===== src/rtl/multicycle_control_fsm_pkg.sv =====
// Shared control definitions for the stack CPU: state enum, opcodes and the
// datapath select encodings used by the controller and the PC/SP/memory block.
package ctrl_defs;

    typedef enum logic [3:0] {
        S_RESET, S_FETCH, S_DECODE, S_ALU, S_WB, S_MADDR, S_MRD,
        S_MWR, S_SPDEC, S_PUSHWR, S_BR, S_JMP, S_HALT, S_TRAP
    } state_t;

    localparam logic [3:0] OP_LW   = 4'h4;
    localparam logic [3:0] OP_SW   = 4'h5;
    localparam logic [3:0] OP_PUSH = 4'h6;
    localparam logic [3:0] OP_POP  = 4'h7;
    localparam logic [3:0] OP_BEQ  = 4'h9;
    localparam logic [3:0] OP_J    = 4'hA;
    localparam logic [3:0] OP_JR   = 4'hB;
    localparam logic [3:0] OP_HALT = 4'hF;

    localparam logic [2:0] MDST_PC    = 3'd0;
    localparam logic [2:0] MDST_ZE    = 3'd1;
    localparam logic [2:0] MDST_LS    = 3'd2;
    localparam logic [2:0] MDST_SP    = 3'd3;
    localparam logic [2:0] MDST_SP2   = 3'd4;
    localparam logic [2:0] MDST_MARY  = 3'd5;

    localparam logic [1:0] MSRC_MARY    = 2'd0;
    localparam logic [1:0] MSRC_SHELLEY = 2'd1;
    localparam logic [1:0] MSRC_RA      = 2'd2;
    localparam logic [1:0] MSRC_COMP    = 2'd3;

    localparam logic [2:0] PCS_PC2    = 3'd0;
    localparam logic [2:0] PCS_IMM    = 3'd1;
    localparam logic [2:0] PCS_MARY   = 3'd2;
    localparam logic [2:0] PCS_JCMP   = 3'd3;
    localparam logic [2:0] PCS_RA     = 3'd4;

    localparam logic [2:0] SPS_HOLD = 3'd0;
    localparam logic [2:0] SPS_INC  = 3'd1;
    localparam logic [2:0] SPS_DEC  = 3'd2;
    localparam logic [2:0] SPS_MARY = 3'd3;

    typedef struct packed {
        logic       pc_write;
        logic       sp_write;
        logic       inst_write;
        logic       mem_write;
        logic [1:0] mem_src;
        logic [2:0] mem_dst;
        logic [2:0] pc_src;
        logic [2:0] sp_src;
        logic       jcmp;
        logic       pc_reset;
        logic       sp_reset;
        logic       reg_write;
        logic [1:0] alu_op;
        logic       halted;
        logic       trap;
    } ctrl_word_t;

endpackage


===== src/rtl/multicycle_control_fsm_if.sv =====
// Controller <-> PC/SP/memory block bundle: instruction/compare feedback in,
// control word out. master = controller side, slave = datapath side.
interface multicycle_control_fsm_if;
    logic        enable;
    logic [15:0] inst;
    logic        cmp_eq;
    logic        PCWrite;
    logic        SPWrite;
    logic        InstWrite;
    logic        MemWrite;
    logic [1:0]  MemSrc;
    logic [2:0]  MemDst;
    logic [2:0]  PCSrc;
    logic [2:0]  SPSrc;
    logic        jcmp;
    logic        PCReset;
    logic        SPReset;
    logic        RegWrite;
    logic [1:0]  ALUOp;
    logic        halted;
    logic        trap;

    modport master (
        input  enable, inst, cmp_eq,
        output PCWrite, SPWrite, InstWrite, MemWrite, MemSrc, MemDst, PCSrc,
               SPSrc, jcmp, PCReset, SPReset, RegWrite, ALUOp, halted, trap
    );

    modport slave (
        output enable, inst, cmp_eq,
        input  PCWrite, SPWrite, InstWrite, MemWrite, MemSrc, MemDst, PCSrc,
               SPSrc, jcmp, PCReset, SPReset, RegWrite, ALUOp, halted, trap
    );
endinterface


===== src/rtl/multicycle_control_fsm_output_decode.sv =====
// Moore control-word decode from the controller state and latched opcode.
// S_TRAP decodes trap only when CTRL_ILLEGAL_TRAP_EN is defined.
module ctrl_output_decode
    import ctrl_defs::*;
#(
    parameter int OPC_W = 4
) (
    input  state_t           state,
    input  logic [OPC_W-1:0] opc,
    input  logic             cmp_eq,
    output ctrl_word_t       cw
);

    logic is_pop;
    assign is_pop = (opc == OPC_W'(OP_POP));

    always_comb begin
        cw = '0;
        case (state)
            S_RESET: begin
                cw.pc_reset = 1'b1;
                cw.sp_reset = 1'b1;
                cw.pc_write = 1'b1;
                cw.sp_write = 1'b1;
            end
            S_FETCH: begin
                cw.mem_dst    = MDST_PC;
                cw.inst_write = 1'b1;
            end
            S_DECODE: begin
                cw.pc_write = 1'b1;
                cw.pc_src   = PCS_PC2;
            end
            S_ALU:   cw.alu_op    = opc[1:0];
            S_WB:    cw.reg_write = 1'b1;
            S_MADDR: cw.mem_dst   = is_pop ? MDST_SP : MDST_ZE;
            S_MRD: begin
                cw.mem_dst = is_pop ? MDST_SP : MDST_ZE;
                // POP post-increments SP while the top-of-stack read is on the bus
                if (is_pop) begin
                    cw.sp_write = 1'b1;
                    cw.sp_src   = SPS_INC;
                end
            end
            S_MWR: begin
                cw.mem_write = 1'b1;
                cw.mem_src   = MSRC_SHELLEY;
                cw.mem_dst   = MDST_ZE;
            end
            S_SPDEC: begin
                cw.sp_write = 1'b1;
                cw.sp_src   = SPS_DEC;
            end
            S_PUSHWR: begin
                cw.mem_write = 1'b1;
                cw.mem_src   = MSRC_SHELLEY;
                cw.mem_dst   = MDST_SP;
            end
            S_BR: begin
                cw.jcmp     = 1'b1;
                cw.pc_src   = PCS_JCMP;
                cw.pc_write = cmp_eq;
            end
            S_JMP: begin
                cw.pc_write = 1'b1;
                cw.pc_src   = (opc == OPC_W'(OP_J)) ? PCS_IMM : PCS_MARY;
            end
            S_HALT: cw.halted = 1'b1;
`ifdef CTRL_ILLEGAL_TRAP_EN
            S_TRAP: cw.trap = 1'b1;
`endif
            default: cw = '0;
        endcase
    end

endmodule


===== src/rtl/multicycle_control_fsm.sv =====
// Multicycle main controller for the 16-bit stack CPU; one state per clock.
// Optional feature macro: CTRL_ILLEGAL_TRAP_EN (illegal opcode -> sticky S_TRAP).
module multicycle_control_fsm
    import ctrl_defs::*;
#(
    parameter int OPC_W        = 4,
    parameter int RESET_CYCLES = 1
) (
    input  logic                     clock,
    input  logic                     reset,
    multicycle_control_fsm_if.master bus
);

    state_t           state, state_nxt;
    logic [OPC_W-1:0] opc, opc_nxt;
    logic [3:0]       rst_cnt, rst_cnt_nxt;
    logic [OPC_W-1:0] op_in;
    ctrl_word_t       cw;

    assign op_in = bus.inst[15 -: OPC_W];

    always_ff @(posedge clock) begin
        if (reset) begin
            state   <= S_RESET;
            rst_cnt <= '0;
            opc     <= '0;
        end else if (bus.enable) begin
            state   <= state_nxt;
            rst_cnt <= rst_cnt_nxt;
            opc     <= opc_nxt;
        end
    end

    always_comb begin
        state_nxt   = state;
        rst_cnt_nxt = rst_cnt;
        opc_nxt     = opc;
        case (state)
            S_RESET: begin
                if (rst_cnt == 4'(RESET_CYCLES - 1)) begin
                    state_nxt   = S_FETCH;
                    rst_cnt_nxt = '0;
                end else begin
                    rst_cnt_nxt = rst_cnt + 4'd1;
                end
            end
            S_FETCH: state_nxt = S_DECODE;
            S_DECODE: begin
                opc_nxt = op_in;
                if (op_in < OPC_W'(4)) begin
                    state_nxt = S_ALU;
                end else begin
                    case (op_in)
                        OPC_W'(OP_LW):   state_nxt = S_MADDR;
                        OPC_W'(OP_SW):   state_nxt = S_MWR;
                        OPC_W'(OP_PUSH): state_nxt = S_SPDEC;
                        OPC_W'(OP_POP):  state_nxt = S_MADDR;
                        OPC_W'(OP_BEQ):  state_nxt = S_BR;
                        OPC_W'(OP_J):    state_nxt = S_JMP;
                        OPC_W'(OP_JR):   state_nxt = S_JMP;
                        OPC_W'(OP_HALT): state_nxt = S_HALT;
`ifdef CTRL_ILLEGAL_TRAP_EN
                        default:         state_nxt = S_TRAP;
`else
                        default:         state_nxt = S_FETCH;
`endif
                    endcase
                end
            end
            S_ALU:    state_nxt = S_WB;
            S_WB:     state_nxt = S_FETCH;
            S_MADDR:  state_nxt = S_MRD;
            S_MRD:    state_nxt = S_WB;
            S_MWR:    state_nxt = S_FETCH;
            S_SPDEC:  state_nxt = S_PUSHWR;
            S_PUSHWR: state_nxt = S_FETCH;
            S_BR:     state_nxt = S_FETCH;
            S_JMP:    state_nxt = S_FETCH;
            S_HALT:   state_nxt = S_HALT;
            S_TRAP:   state_nxt = S_TRAP;
            default:  state_nxt = S_RESET;
        endcase
    end

    ctrl_output_decode #(.OPC_W(OPC_W)) u_decode (
        .state  (state),
        .opc    (opc),
        .cmp_eq (bus.cmp_eq),
        .cw     (cw)
    );

    // Freezing gates only the write strobes; selects stay decoded for the datapath
    assign bus.PCWrite   = cw.pc_write   & bus.enable;
    assign bus.SPWrite   = cw.sp_write   & bus.enable;
    assign bus.InstWrite = cw.inst_write & bus.enable;
    assign bus.MemWrite  = cw.mem_write  & bus.enable;
    assign bus.RegWrite  = cw.reg_write  & bus.enable;
    assign bus.MemSrc    = cw.mem_src;
    assign bus.MemDst    = cw.mem_dst;
    assign bus.PCSrc     = cw.pc_src;
    assign bus.SPSrc     = cw.sp_src;
    assign bus.jcmp      = cw.jcmp;
    assign bus.PCReset   = cw.pc_reset;
    assign bus.SPReset   = cw.sp_reset;
    assign bus.ALUOp     = cw.alu_op;
    assign bus.halted    = cw.halted;
    assign bus.trap      = cw.trap;

endmodule


===== src/flat_wrapper.sv =====
// flat-port wrapper written by rule: the top's interface ports become plain ports
module multicycle_control_fsm_flat import ctrl_defs::*;
#(
    parameter int OPC_W        = 4,
    parameter int RESET_CYCLES = 1
)
  (clock, reset, bus_enable, bus_inst, bus_cmp_eq, bus_PCWrite, bus_SPWrite, bus_InstWrite, bus_MemWrite, bus_MemSrc, bus_MemDst, bus_PCSrc, bus_SPSrc, bus_jcmp, bus_PCReset, bus_SPReset, bus_RegWrite, bus_ALUOp, bus_halted, bus_trap);
  multicycle_control_fsm_if bus_i ();
  input  logic clock;
  input  logic reset;
  input wire logic [$bits(bus_i.enable)-1:0] bus_enable;
  input wire logic [$bits(bus_i.inst)-1:0] bus_inst;
  input wire logic [$bits(bus_i.cmp_eq)-1:0] bus_cmp_eq;
  output wire logic [$bits(bus_i.PCWrite)-1:0] bus_PCWrite;
  output wire logic [$bits(bus_i.SPWrite)-1:0] bus_SPWrite;
  output wire logic [$bits(bus_i.InstWrite)-1:0] bus_InstWrite;
  output wire logic [$bits(bus_i.MemWrite)-1:0] bus_MemWrite;
  output wire logic [$bits(bus_i.MemSrc)-1:0] bus_MemSrc;
  output wire logic [$bits(bus_i.MemDst)-1:0] bus_MemDst;
  output wire logic [$bits(bus_i.PCSrc)-1:0] bus_PCSrc;
  output wire logic [$bits(bus_i.SPSrc)-1:0] bus_SPSrc;
  output wire logic [$bits(bus_i.jcmp)-1:0] bus_jcmp;
  output wire logic [$bits(bus_i.PCReset)-1:0] bus_PCReset;
  output wire logic [$bits(bus_i.SPReset)-1:0] bus_SPReset;
  output wire logic [$bits(bus_i.RegWrite)-1:0] bus_RegWrite;
  output wire logic [$bits(bus_i.ALUOp)-1:0] bus_ALUOp;
  output wire logic [$bits(bus_i.halted)-1:0] bus_halted;
  output wire logic [$bits(bus_i.trap)-1:0] bus_trap;
  assign bus_i.enable = bus_enable;
  assign bus_i.inst = bus_inst;
  assign bus_i.cmp_eq = bus_cmp_eq;
  assign bus_PCWrite = bus_i.PCWrite;
  assign bus_SPWrite = bus_i.SPWrite;
  assign bus_InstWrite = bus_i.InstWrite;
  assign bus_MemWrite = bus_i.MemWrite;
  assign bus_MemSrc = bus_i.MemSrc;
  assign bus_MemDst = bus_i.MemDst;
  assign bus_PCSrc = bus_i.PCSrc;
  assign bus_SPSrc = bus_i.SPSrc;
  assign bus_jcmp = bus_i.jcmp;
  assign bus_PCReset = bus_i.PCReset;
  assign bus_SPReset = bus_i.SPReset;
  assign bus_RegWrite = bus_i.RegWrite;
  assign bus_ALUOp = bus_i.ALUOp;
  assign bus_halted = bus_i.halted;
  assign bus_trap = bus_i.trap;
  multicycle_control_fsm #(.OPC_W(OPC_W), .RESET_CYCLES(RESET_CYCLES)) u_core (.clock(clock), .reset(reset), .bus(bus_i));
endmodule

===== config.mk =====
export PLATFORM = sky130hd
export DESIGN_NAME = multicycle_control_fsm_flat
export DESIGN_NICKNAME = d
export VERILOG_FILES = /design/src/rtl/multicycle_control_fsm_pkg.sv /design/src/rtl/multicycle_control_fsm_if.sv /design/src/rtl/multicycle_control_fsm_output_decode.sv /design/src/rtl/multicycle_control_fsm.sv /design/src/flat_wrapper.sv
export SDC_FILE = /design/constraint.sdc
export NUM_CORES = 1
export LEC_CHECK = 0
export ABC_CLOCK_PERIOD_IN_PS = 1660
export CELL_PAD_IN_SITES_DETAIL_PLACEMENT = 0
export CELL_PAD_IN_SITES_GLOBAL_PLACEMENT = 2
export CORE_ASPECT_RATIO = 1.75
export CORE_UTILIZATION = 24
export CTS_BUF_LIST = sky130_fd_sc_hd__clkbuf_8
export DETAILED_ROUTE_END_ITERATION = 8
export PLACE_DENSITY_LB_ADDON = 0.1
export RECOVER_POWER = 100
export SETUP_SLACK_MARGIN = 0.02
export SLEW_MARGIN = 30
export SYNTH_ARGS = -nofsm -noshare
export SYNTH_HDL_FRONTEND = slang
export SYNTH_HIERARCHICAL = 1
export SYNTH_SLANG_ARGS = --single-unit

===== constraint.sdc =====
create_clock -name clock -period 1.66 [get_ports clock]
set_clock_uncertainty 0.15 [all_clocks]
set_input_delay 0.166 -clock clock [delete_from_list [all_inputs] [get_ports clock]]
set_output_delay 0.166 -clock clock [all_outputs]
set_load 0.03 [all_outputs]

=== Word-level counts from Yosys, hierarchy flattened ===
Memory sizes are Yosys's and may differ from the RTL's.
Cells that the tools add are included.

* Flip-flop bits (word level): 12
* RAM bits: 0
* Bits in read-only memories: 64
* Input bits: 20
* Word-level logic and storage cells: 58
* Bits in latches: 0
* Memories: 1

{| class="wikitable"
|+ Memory list
! memory !! words !! width !! read ports !! clocked after Yosys merged registers in !! write ports !! RTL line !! RTL
|-
| (no name shown) || 16 || 4 || 1 || 0 || 0 || multicycle_control_fsm.sv:53 || <nowiki>case (op_in)</nowiki>
|}

* Mux-type cells: 20
* Bitwise gates (word level): 5
* $lt $le $gt $ge: 1
* $mul: 0
* Reduce and logical (&&, ||, !) cells: 11
* Equality and inequality tests: 16
* Divide/modulo/power cells: 0
* Shift operators: 0
* $add $sub $neg: 1

{| class="wikitable"
|+ Operator list
! cell !! count
|-
| 4-bit one-hot mux with 9 select lines || 1
|-
| 4-bit == test (second input constant) || 7
|-
| 4-bit by 3-bit == test with 1-bit output (second input constant) || 5
|-
| 4-bit two-way mux || 3
|-
| 4-bit by 2-bit == test with 1-bit output (second input constant) || 2
|-
| 4-bit zero test || 2
|-
| 2-bit two-way mux || 4
|-
| 2-bit one-hot mux with 2 select lines || 2
|-
| 2-bit OR reduction || 4
|-
| 1-bit two-way mux || 6
|-
| 2-bit one-hot mux with 3 select lines || 1
|-
| 2-bit AND reduction || 3
|-
| 1-bit bitwise AND || 5
|-
| 5-bit OR reduction || 1
|-
| 4-bit by 1-bit adder with 4-bit output (second input constant) || 1
|-
| 4-bit by 1-bit == test with 1-bit output (second input constant) || 1
|-
| 4-bit by 3-bit < comparator with 1-bit output (second input constant) || 1
|-
| 1-bit one-hot mux with 2 select lines || 2
|-
| 3-bit two-way mux || 1
|-
| 3-bit OR reduction || 1
|-
| 2-bit by 1-bit != test with 1-bit output (second input constant) || 1
|}

=== Longest topological paths before layout ===
Gate-level depths: netlist of run 1.

* Depth after elaboration: 4
* Mapped depth: 6

=== Hierarchy ===
The synthesis of run 1 kept the hierarchy.

{| class="wikitable"
|+ By module, submodules not included
! module !! area each (sq um) !! instances !! cells each
|-
| multicycle_control_fsm || 747.0 || 1 || 90
|-
| ctrl_output_decode || 317.8 || 1 || 47
|}

=== Worst setup path after synthesis of run 1 ===
No wires, ideal clock.

* Path kind: reg-to-output
* Start point: register u_core.state[0]
* End point: output port bus_PCReset
* Path buffers: 2
* Stages on the path, launching flop included: 4
* Path slack: -535 ps
* Required time: 1344 ps
* Arrival time: 1879 ps
* Cell sequence: dfxtp_1 buf_6 nor4_1 buf_4

* Cells in the longest elaborated chain, start to end: 2

{| class="wikitable"
|+ Ends and longest elaborated chain
! element !! RTL line !! RTL
|-
| start, declared || multicycle_control_fsm.sv:14 || <nowiki>state_t state, state_nxt;</nowiki>
|-
| start signal, assigned || multicycle_control_fsm.sv:28 || <nowiki>state <= state_nxt;</nowiki>
|-
| 4-bit zero test || multicycle_control_fsm_output_decode.sv:19 || <nowiki>case (state)</nowiki>
|-
| 2-bit two-way mux || multicycle_control_fsm_output_decode.sv:19 ||
|-
| end, declared || flat_wrapper.sv:23 || <nowiki>output wire logic [$bits(bus_i.PCReset)-1:0] bus_PCReset;</nowiki>
|}

No other way between the ends.

=== Final worst setup path of run 1 ===
* Start point: register u_core.state[1]
* End point: output port bus_MemWrite

* Cells in the longest elaborated chain, start to end: 4
* Elaborated cells between the ends (all ways): 5
* Classes of those cells: eq/ne (2); mux (1); bitwise (1); reduce/logical (1)

{| class="wikitable"
|+ Ends and longest elaborated chain
! element !! RTL line !! RTL
|-
| 4-bit by 3-bit == test with 1-bit output / 4-bit == test (equally long branches) || multicycle_control_fsm_output_decode.sv:19 ||
|-
| 2-bit OR reduction (no line) (*) || - ||
|-
| 3-bit two-way mux (*) || multicycle_control_fsm_output_decode.sv:19 ||
|-
| 1-bit bitwise AND (*) || multicycle_control_fsm.sv:96 || <nowiki>assign bus.MemWrite = cw.mem_write & bus.enable;</nowiki>
|-
| end, declared || flat_wrapper.sv:17 || <nowiki>output wire logic [$bits(bus_i.MemWrite)-1:0] bus_MemWrite;</nowiki>
|}

Mark *: on every way between the ends. The rest lies on a longest branch, timed or not.

==> metrics.md, run 1 <==
| Metric | Value |
|---|---|
| Status | `complete, but fails checks` |
| Failing checks | `negative setup slack` |
| Area share of the largest cell type after synthesis | `0.226` |
| Ranking of synthesized cells by area | `dfxtp_1, nor2_1, buf_4` |
| Largest net degree at the start of global routing | `13` |
| Via Count | `1129` |
| Yosys reg bits | `12` |
| Gr ovfl total | `0` |
| Die area | `4720 sq um` |
| Routability cong. | `0.696` |
| CP Capture Type | `output pin` |
| Antenna viol nets, final | `0` |
| Min setup slack post-route | `-0.0454 ns` |
| Worst-case reg-to-reg path depth | `7` |
| Hold WC Path Type | `in2reg` |
| Crit path launch type | `register` |
| Mux share of post-synthesis cell area | `0.0470` |
| Layout cells sized above 1 | `0.463` |
| Wire per inst | `13.0 um` |
| Worst EP arrival | `1.39 ns` |
| Routed WL | `3080 um` |
| Worst Path Required | `1.34 ns` |
| Final period utilization | `1.03` |
| Clock tree sinks | `12` |
| Netlist Area Pre-Place | `1060 sq um` |
| Final hold vios | `0` |
| Core area | `4190 sq um` |
| Worst skew pair latency | `0.23 ns` |
| RSZ-0062 raised after global routing | `true` |
| Placed wire-length estimate | `2470 um` |
| Largest area contributor in the netlist | `dfxtp_1` |
| Total CTS buffers | `3` |
| Clock tree buffer depth | `2` |
| I/O pin count | `43` |
| Worst Path Class, Setup | `reg2out` |
| CP max stage delay | `0.32 ns` |
| Post-synth top flop | `dfxtp_1` |
| CTS H-tree lvls | `1` |
| Leak pwr | `0.777 nW` |
| Average size of a mapped cell | `7.77 sq um` |
| Vias in the first global route | `1082` |
| Fmax | `586 MHz` |
| Critical Path Fanout Max | `6` |
| Unique masters post-synth | `49` |
| Global-route usage over all layers | `0.140` |
| Critical-path top delay cell | `dfxtp_2` |
| Register area share after synthesis | `0.226` |
| Clock-pin slew on the worst setup and hold paths | `0.05 ns` |
| # rows | `31` |
| Hold depth | `4` |
| Vias per cell | `4.76` |
| Fin. max-slew vios | `0` |
| Commonest cells after routing, fill and taps aside | `buf_4, nor2_1, buf_6, nand2_1, dfxtp_2` |
| Setup Viol. Count Final | `3` |
| Final min period | `1.71 ns` |
| Cells along the critical path | `buf_6, buf_6, nor3b_4, nor2_2, nor2_4, and2_4, buf_6` |
| Register area | `256 sq um` |
| Max Cap Viol | `0` |
| DRC | `0` |
| Diodes inserted | `0` |
| Drt pass-1 iters | `4` |
| Post-Synth Adder-Cell Area | `0.0235` |
| DR iter-0 viols | `10` |
| Initial core utilization | `0.254` |
| TritonCTS clock tree | `done` |
| Root Buffer | `clkbuf_8` |
| Async SR Flop Fraction | `0` |
| EDFF count, synth | `0` |
| Die height | `90.1 um` |
| Sum Neg Setup Slack | `-0.0774 ns` |
| Complex-gate fraction of the synthesized area | `0.157` |
| Port Buffer Count | `25` |
| PwrDens | `541 nW/um^2` |
| Final net count | `212` |
| WHS | `0.269 ns` |
| Syn Inst Count | `137` |
| Main combinational cell family by area after synthesis | `simple AND/OR/NAND/NOR gates` |
| Footprint of the multi-input gates | `806 sq um` |
| Synth warn | `6` |
| Initial antenna violation count | `0` |
| Synth Area in XOR/XNOR | `0.0247` |
| First-pass GRT wire length | `5040 um` |
| DP Worst Slack | `-0.310 ns` |
| Area Overhead vs Synth | `59.8%` |
| Cell mode on critical path | `buf_6` |
| Die Width | `52.4 um` |
| Most common cell after layout, fill and taps aside | `buf_4` |
| # fillers | `434` |
| Post-synthesis simple-gate area fraction | `0.396` |
| Worst vdd ir | `376 uV` |
==> worst paths after layout <==
| check | from | endpoint | slack, ns |
|---|---|---|---|
| worst max-delay path | u_core/state[1] | bus_MemWrite | -0.05 |
| worst min-delay path | bus_inst[12] | u_core/opc[0] | 0.27 |
| worst max register to register | u_core/state[1] | u_core/rst_cnt[0] | 0.06 |
| worst min register to register | u_core/rst_cnt[1] | u_core/rst_cnt[1] | 0.33 |
==> worst max-delay path: cells and delay by family (launching register included) <==
kind,cells,cell delay [ns]
buffers and inverters,3,0.36
DFF,1,0.32
and+or+nand+nor,4,0.47
==> stage by stage <==
stage / instances / cell area [sq um] / power (W) / util
6_report: 237 / 1700 / 0.000921 / 0.406
5_1_grt: 237 / 1700 / 0.000979 / 0.406
4_1_cts: 233 / 1630 / 0.000911 / 0.389
3_5_place_dp: 228 / 1470 / 0.000608 / 0.351
3_3_place_gp: 228 / 1470 / 0.000605 / 0.351
2_1_floorplan: 141 / 1100 / 0.000501 / -
==> sequential cells by signal (all words and copies together) (netlist names) <==
| name | flops |
|---|---|
| u_core/rst_cnt | 4 |
| u_core/state | 4 |
| u_core/opc | 4 |
==> cells in the mapped netlist (2+ instances only) <==
cell type,instances
ha_1,2
o21ai_0,4
a21oi_1,7
xnor2_1,2
o22ai_1,2
nand2_1,8
and3_1,5
buf_4,7
clkbuf_1,3
mux2i_1,5
and4_1,2
nand3b_1,3
dfxtp_1,12
nand3_1,3
nor3b_1,4
nor3_1,3
nand2b_1,4
and2_1,5
inv_1,2
nor2b_1,2
buf_2,2
nor2_1,20
buf_6,4
==> report_power, final <==
group,total [W],internal (W),switching (W),leakage [nW]
sequential,0.000303,0.000296,0.00000760,0.102
combinational,0.000358,0.000178,0.000180,0.653
clock,0.000260,0.000160,0.000101,0.0216
==> kinds of logic (layout without fill, tap and decap cells) <==
group                      count (synthesis)  after routing
other                                      1              5
AOI/OAI and AO/OA                         24             24
muxes                                      5              5
adders and majority gates                  2              2
buffers and inverters                     19             66
xor gates and xnor gates                   3              3
and+or+nand+nor                           71             71
DFF                                       12             12
==> per-layer routing <==
metal  GRT usage  wire (um)
met5           0          0
met3      0.0152         53
met1       0.140       1130
met2       0.275       1870
met4      0.0461         29
==> area by class of cell <==
class,count,area share
inverter,3,0.00662
multi-input combinational,110,0.474
clock buffer,3,0.0243
tap,49,0.0360
sequential,12,0.151
timing repair buffer,60,0.309
==> what timing repair did <==
item	CTS	global route
gates resized for setup	31	20
hold buffers	0	0
endpoints found under the setup margin	18	14
pin swaps	10	17
endpoints found under the hold margin	0	0
setup buffers	2	5
(Power assumes the default switching activity.)
==> run 2, diff against run 1 <==
--- a/config.mk
+++ b/config.mk
@@ -5,13 +5,15 @@
 export SDC_FILE = /design/constraint.sdc
 export NUM_CORES = 1
 export LEC_CHECK = 0
+export ABC_AREA = 1
 export ABC_CLOCK_PERIOD_IN_PS = 1660
 export CELL_PAD_IN_SITES_DETAIL_PLACEMENT = 0
 export CELL_PAD_IN_SITES_GLOBAL_PLACEMENT = 2
 export CORE_ASPECT_RATIO = 1.75
-export CORE_UTILIZATION = 24
+export CORE_UTILIZATION = 22
 export CTS_BUF_LIST = sky130_fd_sc_hd__clkbuf_8
 export DETAILED_ROUTE_END_ITERATION = 8
+export GPL_ROUTABILITY_DRIVEN = 0
 export PLACE_DENSITY_LB_ADDON = 0.1
 export RECOVER_POWER = 100
 export SETUP_SLACK_MARGIN = 0.02
==> run 2 against run 1 <==
The flow now finishes without violations. Utilization shrank 8.3 points. Non-clock buffer count decreased by 20. Combinational power increased by 70%. Synthesized cell count increased by 34%. Die area increased by 14%. Flip-flop and latch count unchanged. Fmax grew 6.6%. Register-to-register slack improved by 0.05 ns. Critical path type unchanged. Largest cell class unchanged. Largest power group unchanged.
==> metrics.md, run 2 <==
| Metric | Value |
|---|---|
| R2R Path End | `u_core/state[3]` |
| Worst-case reg-to-reg path depth | `8 (+1)` |
| Finished Layout Cells | `275 (+16%)` |
| Global-route usage over all layers | `0.127 (-0.0132)` |
| Fin. max-slew vios | `0 (unchanged)` |
| Status | `finished clean` |
| Commonest cells after routing, fill and taps aside | `nand2_1, buf_4, nand3_1, inv_1, nor2_1` |
| Final net count | `244 (+15%)` |
| Via Count | `1250 (+11%)` |
| Die height | `96.3 um (+6.8%)` |
| Gr ovfl total | `0 (unchanged)` |
| Setup Viol. Count Final | `0 (-3)` |
| Die area | `5380 sq um (+14%)` |
| I/O pin count | `43 (unchanged)` |
| Area share of the largest cell type after synthesis | `0.215 (-0.0106)` |
| Wire per inst | `12.2 um (-6.5%)` |
| Max Cap Viol | `0 (unchanged)` |
| Largest area contributor in the netlist | `dfxtp_1` |
| EDFF count, synth | `0 (unchanged)` |
| Area Overhead vs Synth | `42.7%` |
| Worst skew pair latency | `0.24 ns (about the same)` |
| Synth warn | `6 (unchanged)` |
| RSZ-0062 raised after global routing | `true` |
| Largest net degree at the start of global routing | `11 (-2)` |
| Final hold vios | `0 (unchanged)` |
| Hold EP | `u_core/opc[3]` |
| # fillers | `572 (+32%)` |
| Register area | `255 sq um (-0.49%)` |
| Diodes inserted | `0 (unchanged)` |
| Initial core utilization | `0.226 (-0.0278)` |
| Total CTS buffers | `3 (unchanged)` |
| Vias per cell | `4.55 (-4.6%)` |
| Die Width | `55.9 um (+6.7%)` |
| Clock tree buffer depth | `2 (unchanged)` |
| Crit path launch type | `register` |
| Async SR Flop Fraction | `0 (unchanged)` |
| Worst EP arrival | `1.28 ns (-0.11 ns)` |
| Final min period | `1.60 ns (-0.105 ns)` |
| Yosys reg bits | `12 (unchanged)` |
| Post-synthesis simple-gate area fraction | `0.479 (+0.0833)` |
| Synth top cells by count | `nand2_1, nand3_1, inv_1, nor2_1, dfxtp_1` |
| Count leader, synth | `nand2_1` |
| Antenna viol nets, final | `0 (unchanged)` |
| DR iter-0 viols | `20 (+10)` |
| Syn Inst Count | `183 (+34%)` |
| Netlist Area Pre-Place | `1120 sq um (+4.9%)` |
| Hold Buf Count CTS | `0 (unchanged)` |
| TritonCTS clock tree | `done` |
| Worst vdd ir | `398 uV (+5.8%)` |
| Core area | `4930 sq um (+18%)` |
| Drt pass-1 iters | `4 (unchanged)` |
| Fin util | `0.323 (-0.0832)` |
| Regs by FF count | `u_core/opc (4), u_core/rst_cnt (4), u_core/state (4)` |
| Register area share after synthesis | `0.215 (-0.0106)` |
| Most common cell after layout, fill and taps aside | `nand2_1` |
| Worst Path Required | `1.34 ns (about the same)` |
| Post-synth top flop | `dfxtp_1` |
| WHS | `0.336 ns (+0.0675 ns)` |
| Clock-pin slew on the worst setup and hold paths | `0.06 ns (about the same)` |
| Placed wire-length estimate | `2620 um (+5.8%)` |
| Sum Neg Setup Slack | `0 ns (+0.0774 ns)` |
| Critical Path Fanout Max | `8 (+2)` |
| Worst Path Class, Setup | `reg2out` |
| Unique masters post-synth | `30 (-39%)` |
| Min-delay src | `u_core/opc[3]` |
| Fmax | `625 MHz (+6.6%)` |
| DRC | `0 (unchanged)` |
| Vias in the first global route | `1139 (+5.3%)` |
| Reg2reg start | `u_core/state[2]` |
| Hold depth | `2 (-2)` |
| CTS H-tree lvls | `1 (unchanged)` |
| Complex-gate fraction of the synthesized area | `0.116 (-0.0410)` |
| Synth Area in XOR/XNOR | `0.00784 (-0.0168)` |
| DP Cell Count | `265 (+16%)` |
| Ranking of synthesized cells by area | `dfxtp_1, nand2_1, nand3_1` |
| Mux share of post-synthesis cell area | `0 (-0.0470)` |
| Layout cells sized above 1 | `0.362 (-0.101)` |
| Initial antenna violation count | `0 (unchanged)` |
| PwrDens | `815 nW/um^2 (+50%)` |
| Average size of a mapped cell | `6.11 sq um (-21%)` |
| Clock tree sinks | `12 (unchanged)` |
| First-pass GRT wire length | `5270 um (+4.6%)` |
| Leak pwr | `0.736 nW (-5.2%)` |
| Final period utilization | `0.964 (-0.0632)` |
| Port Buffer Count | `25 (unchanged)` |
| Routed WL | `3340 um (+8.5%)` |
| Footprint of the multi-input gates | `777 sq um (-3.6%)` |
| R2R setup slack | `0.11 ns (+0.05 ns)` |
| Root Buffer | `clkbuf_8` |
| # rows | `34 (+9.7%)` |
| CP Capture Type | `output pin` |
| Main combinational cell family by area after synthesis | `simple AND/OR/NAND/NOR gates` |
| Post-Synth Adder-Cell Area | `0.0224 (-0.00111)` |
| Hold WC Path Type | `reg2reg` |
-- run 2: routing by layer --
| metal | track usage | share of wire | up-vias | routed length (um) |
|---|---|---|---|---|
| li1 | - | - | 642 | - |
| met1 | 0.120 | 0.36 | 575 | 1210 |
| met2 | 0.270 | 0.59 | 29 | 1990 |
| met3 | 0.0148 | 0.026 | 4 | 88 |
| met4 | 0.0508 | 0.016 | 0 | 52 |
| met5 | 0 | 0 | - | 0 |
-- run 2: worst max path at each step --
stage / start / endpoint / slack (ns) / cells past startpoint
2_1_floorplan: u_core/state[3] / bus_MemWrite / -0.008 / 7
3_3_place_gp: bus_inst[15] / u_core/state[1] / 0.02 / 6
3_5_place_dp: bus_inst[13] / u_core/state[3] / 0.02 / 7
4_1_cts: u_core/state[3] / bus_InstWrite / -0.006 / 6
5_1_grt: u_core/state[0] / bus_RegWrite / -0.03 / 6
6_report: u_core/state[3] / bus_MemWrite / 0.06 / 7
-- run 2: cells by family (layout without fill, tap and decap cells) --
logic type,count (synthesis),count (layout)
AO/OA/AOI/OAI,19,19
XOR/XNOR,1,1
adder cells (fa/ha/maj),2,2
buffers and inverters,39,73
flip-flops,12,12
other,1,5
AND/OR/NAND/NOR,109,109
-- run 2: what timing repair did --
action	4_1_cts	5_1_grt
gates resized for setup	10	22
setup buffers	1	5
pin swaps	0	3
endpoints found under the setup margin	16	10
-- run 2: cell type report --
| type | count | area share |
|---|---|---|
| timing repair buffer | 40 | 0.201 |
| multi-input combinational | 136 | 0.487 |
| clock buffer | 4 | 0.0345 |
| sequential | 12 | 0.160 |
| tap | 54 | 0.0424 |
| inverter | 29 | 0.0746 |
-- run 2: critical path: stages (launching register included) --
cell and delay, ns:
dfxtp_4 0.45, inv_4 0.05, nor2_4 0.11, nand3_2 0.11, nand2_2 0.08, nand2_1 0.05
inv_1 0.06, buf_6 0.12
-- run 2: per-stage QoR --
stage,area (sq um),setup slack [ns],total power (W)
6_report,1590,0.0595,0.00130
5_1_grt,1590,-0.0273,0.00139
4_1_cts,1500,-0.00581,0.00125
3_5_place_dp,1410,0.0210,0.000897
3_3_place_gp,1410,0.0177,0.000893
2_1_floorplan,1140,-0.00834,0.000757
-- run 2: report_power, final --
| group | leakage [nW] | internal (W) | switching [W] |
|---|---|---|---|
| combinational | 0.607 | 0.000233 | 0.000375 |
| clock | 0.0288 | 0.000210 | 0.000123 |
| sequential | 0.100 | 0.000315 | 0.0000421 |
